[src/rtl/instr_encode_loader.sv]
// instr_encode_loader: packs decoded RV32I field bundles into 32-bit words
// and streams them into consecutive instruction-memory locations. It stops on
// the last bundle or when memory is full, then pulses done.
module instr_encode_loader #(
  parameter int ADDR_W    = 8,
  parameter int BASE_ADDR = 0
) (
  input  logic              clk,
  input  logic              rst,
  input  logic              start,
  input  logic              in_valid,
  output logic              in_ready,
  input  logic [2:0]        in_kind,
  input  logic              in_last,
  input  logic [2:0]        in_funct3,
  input  logic              in_funct7_5,
  input  logic [4:0]        in_rd,
  input  logic [4:0]        in_rs1,
  input  logic [4:0]        in_rs2,
  input  logic [31:0]       in_imm,
  output logic              imem_we,
  output logic [ADDR_W-1:0] imem_addr,
  output logic [31:0]       imem_wdata,
  output logic [ADDR_W:0]   count,
  output logic              done,
  output logic [1:0]        err
);

  localparam logic [1:0] S_IDLE = 2'd0;
  localparam logic [1:0] S_RUN  = 2'd1;
  localparam logic [1:0] S_DONE = 2'd2;

  localparam logic [31:0]       L_BASE32 = BASE_ADDR;
  localparam logic [ADDR_W-1:0] L_BASE   = L_BASE32[ADDR_W-1:0];
  localparam logic [ADDR_W-1:0] L_TOP    = '1;

  logic [1:0]        r_state;
  logic [ADDR_W-1:0] r_addr;
  logic [ADDR_W:0]   r_cnt;
  logic [1:0]        r_err;
  // r_stop: program is over (last accepted or top address written);
  // the write cycle still runs, then the FSM leaves RUN.
  logic              r_stop;
  logic              r_full;
  logic              r_we;
  logic [ADDR_W-1:0] r_waddr;
  logic [31:0]       r_wdata;

  logic              w_ready;
  logic              w_acc;
  logic              w_legal;
  logic              w_shift;
  logic [31:0]       w_enc;

  assign w_ready = (r_state == S_RUN) && !r_stop;
  assign w_acc   = in_valid && w_ready;
  assign w_legal = !(in_kind[2] && in_kind[1]);
  assign w_shift = (in_funct3 == 3'b001) || (in_funct3 == 3'b101);

  // Field packing per opcode class; illegal kinds encode to zero (never written)
  always_comb begin
    w_enc = 32'h0;
    case (in_kind)
      3'd0: w_enc = {1'b0, in_funct7_5, 5'b0, in_rs2, in_rs1, in_funct3, in_rd, 7'b0110011};
      3'd1: w_enc = {in_imm[11:0], in_rs1, 3'b010, in_rd, 7'b0000011};
      3'd2: w_enc = {in_imm[11:5], in_rs2, in_rs1, 3'b010, in_imm[4:0], 7'b0100011};
      3'd3: w_enc = {in_imm[12], in_imm[10:5], in_rs2, in_rs1, 3'b000,
                     in_imm[4:1], in_imm[11], 7'b1100011};
      3'd4: w_enc = {in_imm[31:12], in_rd, 7'b0110111};
      3'd5: begin
        if (w_shift)
          w_enc = {1'b0, in_funct7_5, 5'b0, in_imm[4:0], in_rs1, in_funct3, in_rd, 7'b0010011};
        else
          w_enc = {in_imm[11:0], in_rs1, in_funct3, in_rd, 7'b0010011};
      end
      default: w_enc = 32'h0;
    endcase
  end

  // Control FSM: address/count tracking, stop detection and sticky errors
  always_ff @(posedge clk or posedge rst) begin
    if (rst) begin
      r_state <= S_IDLE;
      r_addr  <= L_BASE;
      r_cnt   <= '0;
      r_err   <= 2'b00;
      r_stop  <= 1'b0;
      r_full  <= 1'b0;
    end else begin
      case (r_state)
        S_IDLE: begin
          if (start) begin
            r_state <= S_RUN;
            r_addr  <= L_BASE;
            r_cnt   <= '0;
            r_err   <= 2'b00;
            r_stop  <= 1'b0;
            r_full  <= 1'b0;
          end
        end
        S_RUN: begin
          if (r_stop) begin
            r_state <= S_DONE;
            if (r_full) r_err[1] <= 1'b1;
          end else if (w_acc) begin
            if (w_legal) begin
              r_addr <= r_addr + 1'b1;
              r_cnt  <= r_cnt + 1'b1;
              if (r_addr == L_TOP) begin
                r_full <= 1'b1;
                r_stop <= 1'b1;
              end
            end else begin
              r_err[0] <= 1'b1;
            end
            if (in_last) r_stop <= 1'b1;
          end
        end
        S_DONE:  r_state <= S_IDLE;
        default: r_state <= S_IDLE;
      endcase
    end
  end

  // Registered memory write port: one strobe per accepted legal bundle
  always_ff @(posedge clk or posedge rst) begin
    if (rst) begin
      r_we    <= 1'b0;
      r_waddr <= '0;
      r_wdata <= 32'h0;
    end else begin
      r_we <= w_acc && w_legal;
      if (w_acc && w_legal) begin
        r_waddr <= r_addr;
        r_wdata <= w_enc;
      end
    end
  end

  assign in_ready   = w_ready;
  assign imem_we    = r_we;
  assign imem_addr  = r_waddr;
  assign imem_wdata = r_wdata;
  assign count      = r_cnt;
  assign err        = r_err;
  assign done       = (r_state == S_DONE);

endmodule
[config.mk]
export PLATFORM = sky130hd
export DESIGN_NAME = instr_encode_loader
export DESIGN_NICKNAME = d
export VERILOG_FILES = /design/src/rtl/instr_encode_loader.sv
export SDC_FILE = /design/constraint.sdc
export NUM_CORES = 1
export LEC_CHECK = 0
export CAP_MARGIN = 5
export CORE_UTILIZATION = 40
export CTS_CLUSTER_SIZE = 10
export DETAILED_ROUTE_END_ITERATION = 10
export GPL_ROUTABILITY_DRIVEN = 1
export PLACE_DENSITY = 0.74
export SYNTH_ARGS = -nofsm -noshare
export SYNTH_HDL_FRONTEND = slang
export SYNTH_SLANG_ARGS = --single-unit
[constraint.sdc]
create_clock -name clk -period 2.8 [get_ports clk]
set_input_delay 0.7 -clock clk [delete_from_list [all_inputs] [get_ports clk]]
set_output_delay 0.7 -clock clk [all_outputs]
set_load 0.01 [all_outputs]
==> metrics.txt, run 1 <==
status finished clean; Root Buffer clkbuf_8; crit-path cells inv_1 > nand2_1 > nor2_1 > clkdlybuf4s50_1; Final Cycle Share 0.847; Die W 88.4 µm; antenna violation net count after detailed routing 0; Post-Syn Nets 360; Post-CTS Resized 0; setup TNS 0 ps; Buf/Inv on CP 2; vias in the first global route 2720; hold_ws 475 ps; CTS sink cnt 62; critical path arrival 1670 ps; final setup vio count 0; Post-synth EDFFs 0; GRT overflow 0; RSZ-0062 raised after global routing no; Core Rows 31; register area share after synthesis 0.520; initial core utilization 0.413; Final nets 474; PortBufs 111; antenna cells 0; Worst Setup SP r_state[1]$_DFFE_PP0P_; CTS H-tree depth 3; Via Count 2730; relative slew slack 0.566; pre-CTS WS 164 ps; initial antenna violation count 0; #FFs+latches synth 62; Final Skew 7.06 ps; Slowest cell on crit path clkdlybuf4s50_1; Finished Cell Area 4390 µm²; Max VDD drop 383 µV; Syn Std Cell Area 2980 µm²; Max-Cap Viols 0; dpl cells 501; Pwr Density 786 nW/µm²; syn_area_per_cell 9.98 µm²; hold path start imem_addr[4]$_DFFE_PP0P_; Placed Area 4230 µm²; Tightest Hold Check Type flip-flop to flip-flop; Core Box Area 7210 µm²; CTS clock-pin slew for the worst setup and hold paths 60 ps; final worst slack 428 ps; 1st-iter DRT viols 150; Chip Height 88.4 µm; routed wire length 8070 µm; Hold Fails Final Rpt 0; GPL Wtd Cong 0.751; drt pass-1 iters 4; area growth from synthesis to layout 47.3%; WS Path Type flip-flop to output port; Post-Syn Instances 299; CTS Buf Count 9; CP required 2100 ps; Final Max Slew Viols 0; DRC viols 0; hold buffers post-CTS 0; drt wl/cell 15.7 µm; min cycle time layout 2370 ps; Final Util 0.609; fmax 0.422 GHz; clock buffer depth 2; Die ar. 7810 µm²; crit end category output port; Pleak 1.97 nW; Main synth FF type dfrtp_1; CTS tree done; share of layout cells above drive strength 1 0.0819; worst-path maximum fanout 6; cell family with the largest share of critical-path delay buffers and inverters; largest net degree at the start of global routing 41; Synth Warn # 0; Tightest Pin Transition 645 ps; Power, Total 3.45 mW; fin cells 514; Clk Latency, worst-skew pair 330 ps; I/O pin count 113; first-pass GRT wire length 12800 µm; Setup Buffers After CTS 0; asr flop ratio synth 1.00; hpwl dp 5990 µm; drt via density 5.31; Netlist cell types 50; GRT Total Usage 0.218; reg-to-reg startpoint r_state[0]$_DFFE_PP0P_; delay of the slowest critical-path stage 540 ps; CP startpoint kind flip-flop
==> cells in the mapped netlist (7+ instances only) <==
cell	count	area share
dfrtp_1	62	0.52
nand2_1	44	0.055
nor2_1	19	0.024
a21oi_1	13	0.022
nand2b_1	10	0.021
nand3_1	10	0.017
buf_2	9	0.015
nand4_1	9	0.019
o21ai_0	9	0.015
clkbuf_1	8	0.010
nor2b_1	8	0.017
o31ai_1	8	0.020
inv_1	7	0.0088
mux2i_1	7	0.023
==> placed cells by master, fill, tap and decap left out, types with 6 or more instances in the layout <==
cell,synthesis,routed
a221o_1,6,6
buf_4,2,11
inv_1,7,6
clkbuf_8,0,11
a21o_1,6,6
a21oi_1,13,13
clkdlybuf4s50_1,0,111
nand2b_1,10,10
nand3_1,10,10
nand2_1,44,44
nand4_1,9,9
nor2b_1,8,8
o21ai_0,9,9
mux2i_1,7,7
nor2_1,19,19
o31ai_1,8,8
dfrtp_1,62,62
==> kinds of logic after synthesis <==
family                   count (synthesis)  share of synthesized area
adder cells (fa/ha/maj)                  2                    0.00839
AO/OA/AOI/OAI                           72                      0.176
buffers and inverters                   28                     0.0415
other                                    1                    0.00126
XOR/XNOR                                 5                     0.0147
AND/OR/NAND/NOR                        119                      0.203
multiplexers                            10                     0.0348
flip-flops                              62                      0.520
==> area by class of cell <==
class | instances | area (µm²)
sequential | 62 | 1550
tap | 99 | 124
timing repair buffer | 123 | 1210
clock inverter | 2 | 10.0
multi-input combinational | 209 | 1310
inverter | 8 | 30.0
fill | 644 | 2820
clock buffer | 11 | 151
==> worst min-delay path, delay by kind of cell, from the launching register on <==
kind | cells | cell delay, ps
flip-flops | 1 | 340
AND/OR/NAND/NOR | 2 | 100
==> sequential cells by signal, indices dropped and copies added, names as in the netlist <==
register	count
r_addr	8
count	9
err	2
imem_addr	8
imem_wdata	30
r_state	2
r_full	1
imem_we	1
r_stop	1
==> report_power, final <==
part           switching (mW)  internal [mW]  total (mW)
logic                   0.621          0.791        1.41
registers               0.211           1.16        1.37
clock network           0.319          0.351       0.670
==> path summary, 6_finish.rpt <==
check | to | slack [ps] | cells after the start
min in group asynchronous | r_addr[6]$_DFFE_PP0P_ | 720 | 2
setup / recovery | in_ready | 430 | 4
hold reg to reg | imem_addr[4]$_DFFE_PP0P_ | 480 | 2
max in group asynchronous | imem_wdata[13]$_DFFE_PP0P_ | 1500 | 3
hold / removal | imem_addr[4]$_DFFE_PP0P_ | 480 | 2
setup reg to reg | count[8]$_DFFE_PP0P_ | 850 | 5
==> metal layers <==
metal,routed length (µm),share of wire,up-vias,track usage
met4,79,0.0098,0,0.0821
li1,-,-,1309,-
met1,3300,0.41,1309,0.267
met5,0,0,-,0
met2,3970,0.49,107,0.361
met3,717,0.089,5,0.0700
Power figures use the tool's default switching activity.
==> run 2, diff against run 1 <==
--- a/config.mk
+++ b/config.mk
@@ -10,7 +10,7 @@
 export CTS_CLUSTER_SIZE = 10
 export DETAILED_ROUTE_END_ITERATION = 10
 export GPL_ROUTABILITY_DRIVEN = 1
-export PLACE_DENSITY = 0.74
+export PLACE_DENSITY = 0.77
 export SYNTH_ARGS = -nofsm -noshare
 export SYNTH_HDL_FRONTEND = slang
 export SYNTH_SLANG_ARGS = --single-unit
==> constraint.sdc (replaced) <==
create_clock -name clk -period 1.9 [get_ports clk]
set_input_delay 0.475 -clock clk [delete_from_list [all_inputs] [get_ports clk]]
set_output_delay 0.475 -clock clk [all_outputs]
set_load 0.01 [all_outputs]
==> metrics.txt, run 2 (synthesis gave the netlist of run 1 again) <==
commonest non-fill, non-tap cell in the layout clkdlybuf4s50_1; dpl cells 526; pre-CTS WS -439 ps; Placed Area 4440 µm²; area growth from synthesis to layout 59.6%; hpwl dp 6370 µm; Logic pwr share 0.423; fmax 0.540 GHz; CP startpoint kind input pin; Core Box Area 7210 µm²; CTS Buf Count 9; drt via density 5.36; CTS tree done; clock share of power 0.225; Chip Height 88.4 µm; Max VDD drop 627 µV; GRT Total Usage 0.238; drt wl/cell 16.3 µm; Pwr Density 1200 nW/µm²; routed wire length 8890 µm; GPL Wtd Cong 0.850; P_int 3.85 mW; final worst slack 47.3 ps; CP dominant cell by count buf_4; min cycle time layout 1850 ps; RSZ-0062 raised after global routing yes; Largest register FFs 30; Final nets 503; relative slew slack 0.590; Root Buffer clkbuf_8; initial core utilization 0.413; antenna cells 0; CTS sink cnt 62; I/O pin count 113; share of layout cells above drive strength 1 0.150; clock buffer depth 2; sw power 1.85 mW; Tightest Pin Transition 610 ps; first-pass GRT wire length 14000 µm; antenna violation net count after detailed routing 0; Finished Cell Area 4760 µm²; Final Skew 8.70 ps; Seq pwr share 0.351; hold buffers post-CTS 0; vias in the first global route 2933; CTS clock-pin slew for the worst setup and hold paths 70 ps; # fillers 583; Die W 88.4 µm; GRT overflow 0; Tightest Hold Check Type flip-flop to flip-flop; 1st-iter DRT viols 179; fin cells 546; delay of the slowest critical-path stage 510 ps; crit end category flip-flop; CP required 2180 ps; Net Sw Frac 0.324; Pleak 2.17 nW; status finished clean; Hold Fails Final Rpt 0; Final Cycle Share 0.975; CTS H-tree depth 3; Slowest cell on crit path nor3_1; WS Path Type input pin to flip-flop; largest net degree at the start of global routing 63; critical path arrival 2130 ps; Final Max Slew Viols 0; Die ar. 7810 µm²; drt pass-1 iters 6; Max-Cap Viols 0; crit-path cells clkdlybuf4s50_1 > buf_4 > buf_4 > o21a_1 > nor3_1 > a21o_1; initial antenna violation count 0; worst-path maximum fanout 6; most frequent cells in the layout clkdlybuf4s50_1, dfrtp_1, nand2_1, buf_4, nor2_1; Core Rows 31; PortBufs 111; DRC viols 0; final setup vio count 0; Clk Latency, worst-skew pair 340 ps; Via Count 2927
## run 2: final timing paths
path	from	to	slack, ps	cells after the start
worst max-delay path	in_kind[1]	imem_wdata[25]$_DFFE_PP0P_	50	6
worst min-delay path	imem_addr[1]$_DFFE_PP0P_	imem_addr[1]$_DFFE_PP0P_	480	2
worst max register to register	r_state[1]$_DFFE_PP0P_	r_addr[7]$_DFFE_PP0P_	70	6
worst min register to register	imem_addr[1]$_DFFE_PP0P_	imem_addr[1]$_DFFE_PP0P_	480	2
max in group asynchronous	rst	r_state[0]$_DFFE_PP0P_	1060	3
min in group asynchronous	rst	imem_wdata[28]$_DFFE_PP0P_	560	3
## run 2: critical path, delay by kind of cell
family          cells  cell delay, ps
compound gates      2             390
buf+inv             3             760
simple gates        1             510
## run 2: final cells by class
class                      count  area, µm²  share of cell area
clock inverter                 4       70.1              0.0147
multi-input combinational    210       1350               0.282
tap                           99        124              0.0260
timing repair buffer         151       1490               0.313
inverter                       8       33.8             0.00709
clock buffer                  12        145              0.0305
sequential                    62       1550               0.326
## run 2: per-layer routing
layer / vias up / wire, µm / global-route usage
met2: 129 / 4470 / 0.407
met1: 1404 / 3560 / 0.284
met4: 0 / 154 / 0.0968
met3: 15 / 707 / 0.0653
li1: 1379 / - / -
met5: - / 0 / 0
## run 2: power by group through the flow
stage          logic [mW]  registers (mW)  clock network, mW
6_report             2.41            2.00               1.28
3_3_place_gp         2.21            2.01                  0
2_1_floorplan       0.874            2.11                  0
4_1_cts              2.31            1.99               1.30
5_1_grt              2.59            2.05               1.36
3_5_place_dp         2.28            2.01                  0
## run 2: per-stage QoR
step / hold slack (ps) / power (mW) / setup TNS, ps / util
final: 478 / 5.70 / 0 / 0.660
after global routing: 506 / 6.00 / -2.26 / 0.660
after CTS: 483 / 5.60 / 0 / 0.647
after detailed placement: 466 / 4.28 / -13090 / 0.615
after global placement: 459 / 4.22 / -12160 / 0.615
after floorplan: 462 / 2.99 / 0 / -
## run 2: timing repair
item | 4_1_cts | 5_1_grt
pin swaps | 2 | 2
gates cloned | 0 | 3
gates resized for setup | 6 | 7
buffers inserted | 1 | 0
setup endpoints to repair | 13 | 7
